### src/rtl/present_enc_iter.sv
// present_enc_iter: iterative PRESENT block encryptor with an M/K valid/ready input handshake
// and a C valid/ready output handshake. UNROLL rounds are chained combinationally per clock.
// The last cycle bypasses any rounds past NROUNDS, so state and key see exactly NROUNDS updates.
//
// Parameters:
//   UNROLL  (1..8)  rounds computed per clock
//   NROUNDS (1..31) rounds applied before the final round-key addition
// Configuration macro:
//   PRESENT_KEY128_EN  defined: 128-bit key and key schedule; undefined: 80-bit key (default)
// Ports:
//   clk          rising-edge clock
//   rst          asynchronous active-high reset
//   i_k          cipher key (80 or 128 bits), sampled on accept
//   i_m          64-bit plaintext, sampled on accept
//   i_in_valid   M/K valid
//   o_in_ready   block idle and able to accept
//   o_c          64-bit ciphertext, registered
//   o_out_valid  ciphertext valid, held until the output handshake
//   i_out_ready  consumer accepts ciphertext
module present_enc_iter #(
    parameter int unsigned UNROLL  = 1,
    parameter int unsigned NROUNDS = 31,
`ifdef PRESENT_KEY128_EN
    localparam int unsigned KW = 128
`else
    localparam int unsigned KW = 80
`endif
) (
    input  logic          clk,
    input  logic          rst,
    input  logic [KW-1:0] i_k,
    input  logic [63:0]   i_m,
    input  logic          i_in_valid,
    output logic          o_in_ready,
    output logic [63:0]   o_c,
    output logic          o_out_valid,
    input  logic          i_out_ready
);

    if (UNROLL < 1 || UNROLL > 8) begin : g_bad_unroll
        $error("present_enc_iter: UNROLL must be in 1..8");
    end
    if (NROUNDS < 1 || NROUNDS > 31) begin : g_bad_nrounds
        $error("present_enc_iter: NROUNDS must be in 1..31");
    end

    typedef enum logic [1:0] {StIdle, StRun, StDone} fsm_e;

    fsm_e            r_fsm;
    fsm_e            w_fsm_next;
    logic [63:0]     r_data;
    logic [KW-1:0]   r_key;
    logic [4:0]      r_rnd;
    logic [63:0]     r_c;
    logic [63:0]     w_state;
    logic [KW-1:0]   w_key;
    logic            w_last;
    logic            w_accept;

    function automatic logic [3:0] sbox(input logic [3:0] x);
        logic [3:0] y;
        unique case (x)
            4'h0: y = 4'hC;
            4'h1: y = 4'h5;
            4'h2: y = 4'h6;
            4'h3: y = 4'hB;
            4'h4: y = 4'h9;
            4'h5: y = 4'h0;
            4'h6: y = 4'hA;
            4'h7: y = 4'hD;
            4'h8: y = 4'h3;
            4'h9: y = 4'hE;
            4'hA: y = 4'hF;
            4'hB: y = 4'h8;
            4'hC: y = 4'h4;
            4'hD: y = 4'h7;
            4'hE: y = 4'h1;
            default: y = 4'h2;
        endcase
        return y;
    endfunction

    function automatic logic [63:0] s_layer(input logic [63:0] x);
        logic [63:0] y;
        for (int n = 0; n < 16; n++) begin
            y[4*n +: 4] = sbox(x[4*n +: 4]);
        end
        return y;
    endfunction

    // Bit i moves to 16*i mod 63; bit 63 maps onto itself.
    function automatic logic [63:0] p_layer(input logic [63:0] x);
        logic [63:0] y;
        for (int i = 0; i < 63; i++) begin
            y[(16 * i) % 63] = x[i];
        end
        y[63] = x[63];
        return y;
    endfunction

`ifdef PRESENT_KEY128_EN
    function automatic logic [127:0] key_update(input logic [127:0] k, input logic [4:0] rc);
        logic [127:0] t;
        t          = {k[66:0], k[127:67]};
        t[127:124] = sbox(t[127:124]);
        t[123:120] = sbox(t[123:120]);
        t[66:62]   = t[66:62] ^ rc;
        return t;
    endfunction
`else
    function automatic logic [79:0] key_update(input logic [79:0] k, input logic [4:0] rc);
        logic [79:0] t;
        t        = {k[18:0], k[79:19]};
        t[79:76] = sbox(t[79:76]);
        t[19:15] = t[19:15] ^ rc;
        return t;
    endfunction
`endif

    // Unrolled round chain; a stage whose round index exceeds NROUNDS passes through unchanged.
    always_comb begin
        w_state = r_data;
        w_key   = r_key;
        for (int unsigned j = 0; j < UNROLL; j++) begin
            if (({1'b0, r_rnd} + 6'(j)) <= 6'(NROUNDS)) begin
                w_state = p_layer(s_layer(w_state ^ w_key[KW-1 -: 64]));
                w_key   = key_update(w_key, r_rnd + 5'(j));
            end
        end
    end

    assign w_last   = ({1'b0, r_rnd} + 6'(UNROLL)) > 6'(NROUNDS);
    assign w_accept = (r_fsm == StIdle) && i_in_valid;

    always_ff @(posedge clk or posedge rst) begin
        if (rst) begin
            r_fsm <= StIdle;
        end else begin
            r_fsm <= w_fsm_next;
        end
    end

    always_comb begin
        w_fsm_next = r_fsm;
        unique case (r_fsm)
            StIdle: if (i_in_valid) w_fsm_next = StRun;
            StRun:  if (w_last) w_fsm_next = StDone;
            StDone: if (i_out_ready) w_fsm_next = StIdle;
            default: w_fsm_next = StIdle;
        endcase
    end

    // Round counter stops advancing on the final RUN edge so it never exceeds NROUNDS.
    always_ff @(posedge clk or posedge rst) begin
        if (rst) begin
            r_data <= '0;
            r_key  <= '0;
            r_rnd  <= '0;
            r_c    <= '0;
        end else if (w_accept) begin
            r_data <= i_m;
            r_key  <= i_k;
            r_rnd  <= 5'd1;
        end else if (r_fsm == StRun) begin
            r_data <= w_state;
            r_key  <= w_key;
            if (w_last) begin
                r_c <= w_state ^ w_key[KW-1 -: 64];
            end else begin
                r_rnd <= r_rnd + 5'(UNROLL);
            end
        end
    end

    assign o_in_ready  = (r_fsm == StIdle);
    assign o_out_valid = (r_fsm == StDone);
    assign o_c         = r_c;

endmodule

### config.mk
export PLATFORM = sky130hd
export DESIGN_NAME = present_enc_iter
export DESIGN_NICKNAME = d
export VERILOG_FILES = /design/src/rtl/present_enc_iter.sv
export SDC_FILE = /design/constraint.sdc
export NUM_CORES = 1
export LEC_CHECK = 0
export CORE_ASPECT_RATIO = 0.9
export CORE_MARGIN = 5
export CORE_UTILIZATION = 31
export DETAILED_ROUTE_END_ITERATION = 6
export HOLD_SLACK_MARGIN = 0.05
export PLACE_DENSITY_LB_ADDON = 0.3
export SYNTH_ARGS = -nofsm -noshare
export SYNTH_HDL_FRONTEND = slang
export SYNTH_SLANG_ARGS = --single-unit
### constraint.sdc
create_clock -name clk -period 12.71 [get_ports clk]
set_clock_uncertainty 0.05 [all_clocks]
set_input_delay 1.9065 -clock clk [delete_from_list [all_inputs] [get_ports clk]]
set_output_delay 1.9065 -clock clk [all_outputs]
set_load 0.1 [all_outputs]
# After elaboration in Yosys (flattened, before gate mapping)
# Memories as Yosys holds them, arrays and structs flattened.
# Index checks and enable logic that the tools add are counted.
[totals]
ff_bits = 215
rom_bits = 1088
out_inout_bits = 66
memories = 17
elab_cells = 58
input_bits = 148
[classes]
magnitude_cmp = 2
n_reduce_logical = 8
mux = 13
bitwise = 4
eq_ne = 6
addsub = 2
[memory_table]
columns = ["memory", "depth", "width", "read_ports", "rd_clocked_by_memory_dff", "wr", "line_no", "text"]
rows = [
  ["(name not given)", 16, 4, 1, 0, 0, "62", "unique case (x)"],
  ["(name not given)", 16, 4, 1, 0, 0, "62", ""],
  ["(name not given)", 16, 4, 1, 0, 0, "62", ""],
  ["(name not given)", 16, 4, 1, 0, 0, "62", ""],
  ["(name not given)", 16, 4, 1, 0, 0, "62", ""],
  ["(name not given)", 16, 4, 1, 0, 0, "62", ""],
  ["11 more memories", "--", "--", "--", "--", "--", "--", ""],
]
[op_table]
columns = ["op", "n"]
rows = [
  ["$mux 80", 3],
  ["$mux 64", 3],
  ["$xor 64x64->64", 2],
  ["$mux 5", 3],
  ["$add 5x1->6 const B", 1],
  ["$gt 6x5->1 const B", 1],
  ["$mux 2", 3],
  ["$pmux 2 s3", 1],
  ["$reduce_and 3->1", 2],
  ["$add 5x1->5 const B", 1],
  ["$le 5x5->1 const B", 1],
  ["$xor 5x5->5", 1],
  ["$ne 2x1->1 const B", 2],
  ["$ne 2x2->1 const B", 2],
  ["$reduce_and 2->1", 2],
  ["$reduce_bool 2->1", 2],
  ["$eq 2x1->1 const B", 1],
  ["$eq 2x2->1 const B", 1],
  ["$logic_not 2->1", 1],
  ["$logic_and 1x1->1", 1],
  ["$not 1->1", 1],
]

# Logic depth before layout (Yosys ltp)
[logic_depth]
word_depth = 5
ltp_mapped = 11
mapped_depth_nobuf = 9

# Worst setup path before layout
# OpenSTA, ideal clock, no wires.
[synth_path]
path_type = "register -> output"
from = "reg r_fsm[0]"
to = "out o_in_ready"
stages_incl_launch_ff = 2
t_arrival_ns = 1.694
path_slack_ns = 9.060
path_buffers = 0
required_time_ns = 10.753
path_cell_list = "dfrtp_1 nor2_1"
[synth_via]
elab_chain_cells = 1
[synth_lines]
columns = ["item", "line_no", "text"]
rows = [
  ["from (decl)", "49", "fsm_e r_fsm;"],
  ["from (signal assigned)", "137", "r_fsm <= StIdle;"],
  ["from (signal assigned)", "139", "r_fsm <= w_fsm_next;"],
  ["$logic_not 2->1", "175", "assign o_in_ready = (r_fsm == StIdle);"],
  ["to (decl)", "34", "output logic o_in_ready,"],
]
# No other way between the ends.

# Final worst setup path
[layout_path]
from = "reg r_fsm[0]"
to = "out o_out_valid"
[layout_via]
elab_chain_cells = 1
[layout_lines]
columns = ["item", "line_no", "text"]
rows = [
  ["$eq 2x2->1", "176", "assign o_out_valid = (r_fsm == StDone);"],
  ["to (decl)", "36", "output logic o_out_valid,"],
]
# No other way between the ends.

==> flow_summary.toml <==
[outcome]
status = "complete, no violations"

[timing]
setup_viol = 0
rsz0062_at_grt = "false"
worstMarginPinSlew_ns = 1.14
finalCritPeriodShare = 0.338
final.min_clock_period_ns = 4.29
relSlewSlack = 0.242
fin_tns_setup_ns = 0
max_freq_mhz = 233
finalHoldViolCount = 0
finalMaxSlewViolations = 0

[clock_network]
postCtsSetupRepairBufs = 0
clock_path_buffers = 3
tritoncts = "yes"
cts-hold-fix-buffers = 0
clkTransAtPathRegs_ns = 0.06
clock_latency_ns = 0.55
cts_resized = 0
clock_sinks = 215
cts_max_level = 1
cts_buffers = 25
cts-root-buf = "clkbuf_16"

[setup_path]
slowest_stage = "clkdlybuf4s50_1"
start_kind = "flip-flop"
crit_chain = "nand2b_1 > inv_1 > clkdlybuf4s50_1"
cp.arrival_ns = 2.34
worstRegToRegCells = 10
crit_fanout = 4
crit_required_ns = 10.75
critPathMaxStageDelay_ns = 1.13
crit_type = "flip-flop to output port"
endpoint_kind = "output port"

[drt]
wl_per_cell_um = 22.9
vias = 11500
drtPass1Iterations = 6
viasPerCell = 5.29
drtIter0Drc = 1252
drc = 0
ant_nets = 0
wirelength_um = 49900

[global_route]
grt.total_usage = 0.196
grt_pass1_vias = 11400
grt_antenna_before_repair = 2
grt_pass1_wl_um = 73100
grt_max_degree = 112
grt_remaining_overflow = 0

[min_path]
hold_class = "flip-flop to flip-flop"
min_path_cells = 2

[final_layout]
drive_gt1_frac = 0.0633
nets = 1798
area_growth_pct = 24.8
fill_cells = 4422

[synthesis]
synth.area.mux_share = 0.135
synth_top_area_share = 0.387
yosys_register_bits = 215
synth_top_family_by_area = "compound AO/OA/AOI/OAI gates"
synth_area_um2 = 13900
synth_xor_area_frac = 0.101
synthAdderAreaFrac = 0.0784
avgSynthCellArea_um2 = 9.95
yosysSeqAreaShare = 0.387
synth_cells = 1396
ys_async_sr_fraction = 1.00
synthTopCellsByArea = "dfrtp_1, ha_1, mux2i_1"
synth_ff_type = "dfrtp_1"
yosysWarningCount = 0
synth_cell_types = 45
synth_compound_area_frac = 0.172
syn_nets = 1631
synth_edf_count = 0
synth_area_leader_cell = "dfrtp_1"
synth-simple-area-share = 0.0665

[placement]
io_buffers = 213
place.gp.congestion = 0.850
dp_hpwl_um = 36500

[floorplanning]
start_util = 0.314
die_y_um = 211
num_rows = 73
fp.dieW_um = 233
die_area_um2 = 49200
core_area_um2 = 44200
pin_count = 214

[run]
cap_violations = 0
-- metrics by stage --
stage / utilization / hold slack, ns / cell area (um^2) / std cells / setup WS (ns)
6_report: 0.392 / 0.432 / 17300 / 2181 / 8.42
2_1_floorplan: - / 0.447 / 13900 / 1396 / 4.87
5_1_grt: 0.392 / 0.459 / 17300 / 2181 / 8.33
4_1_cts: 0.392 / 0.436 / 17300 / 2180 / 8.38
3_5_place_dp: 0.374 / 0.423 / 16500 / 2136 / 8.07
3_3_place_gp: 0.374 / 0.416 / 16500 / 2136 / 8.07
-- layout by cell type, fill, tap and decap left out, types with 5 or more instances in the layout --
cell type        instances
mux4_2                  21
mux4_1                  12
xor2_1                  50
nor2_1                  62
mux2_2                   5
a31oi_1                 17
nor3_1                  18
buf_4                   14
a222oi_1                40
a21oi_1                 56
xnor2_1                 97
a22oi_1                 69
clkdlybuf4s50_1        213
o21ai_1                 40
xor2_2                   6
a22o_1                  15
mux2i_1                103
dfrtp_1                215
ha_1                    87
clkbuf_16               25
a21o_1                  15
nand2_1                133
o21ai_0                 98
inv_1                  114
clkbuf_1                 6
-- per-layer routing --
| metal | vias up | wire length, um | track usage |
|---|---|---|---|
| li1 | 5256 | - | - |
| met1 | 5754 | 22200 | 0.278 |
| met2 | 452 | 22100 | 0.301 |
| met3 | 69 | 4210 | 0.0458 |
| met4 | 2 | 1380 | 0.0519 |
| met5 | - | 13 | 0 |
-- path summary, 6_finish.rpt --
path                                 startpoint                     end  slack (ns)
min in group asynchronous                   rst     o_c[22]$_DFFE_PP0P_        1.84
max reg2reg                r_rnd[0]$_DFFE_PP0P_     o_c[30]$_DFFE_PP0P_        8.80
min reg2reg                 o_c[44]$_DFFE_PP0P_     o_c[44]$_DFFE_PP0P_        0.43
max in group asynchronous                   rst  r_data[13]$_DFFE_PP0P_        8.83
max                        r_fsm[0]$_DFFE_PP0P_             o_out_valid        8.42
min                         o_c[44]$_DFFE_PP0P_     o_c[44]$_DFFE_PP0P_        0.43
-- worst max-delay path: cells and delay by family, from the launching register on --
family        cells  cell delay (ns)
buf+inv           2             1.19
flops             1             0.42
simple gates      1             0.18
-- registers in the layout, indices dropped and copies added, names as in the netlist --
| register | count |
|---|---|
| r_fsm | 2 |
| r_key | 80 |
| o_c | 64 |
| r_data | 64 |
| r_rnd | 5 |
-- logic make-up after synthesis --
logic type,count (synthesis)
AO/OA/AOI/OAI,368
AND/OR/NAND/NOR,229
flip-flops,215
buffers and inverters,202
XOR/XNOR,154
multiplexers,141
adder cells (fa/ha/maj),87
-- cell type report --
| type | count | area [um^2] | area share |
|---|---|---|---|
| Sequential cell | 215 | 5380 | 0.310 |
| Clock inverter | 9 | 103 | 0.00592 |
| Antenna cell | 1 | 2.50 | 0.000144 |
| Clock buffer | 35 | 703 | 0.0406 |
| Timing Repair Buffer | 227 | 2240 | 0.129 |
| Multi-Input combinational cell | 979 | 7720 | 0.445 |
| Tap cell | 600 | 751 | 0.0433 |
| Inverter | 115 | 439 | 0.0253 |
-- Yosys cell counts, types with 40 or more instances --
master	count
a222oi_1	40
o21ai_0	98
o21ai_1	40
ha_1	87
xor2_1	50
dfrtp_1	215
mux2i_1	103
xnor2_1	97
clkbuf_1	57
a22oi_1	69
inv_1	115
nor2_1	64
nand2_1	133
a21oi_1	56
Power is not shown: default switching activity piles up to over one toggle a cycle in this logic, so the estimate is an artifact.
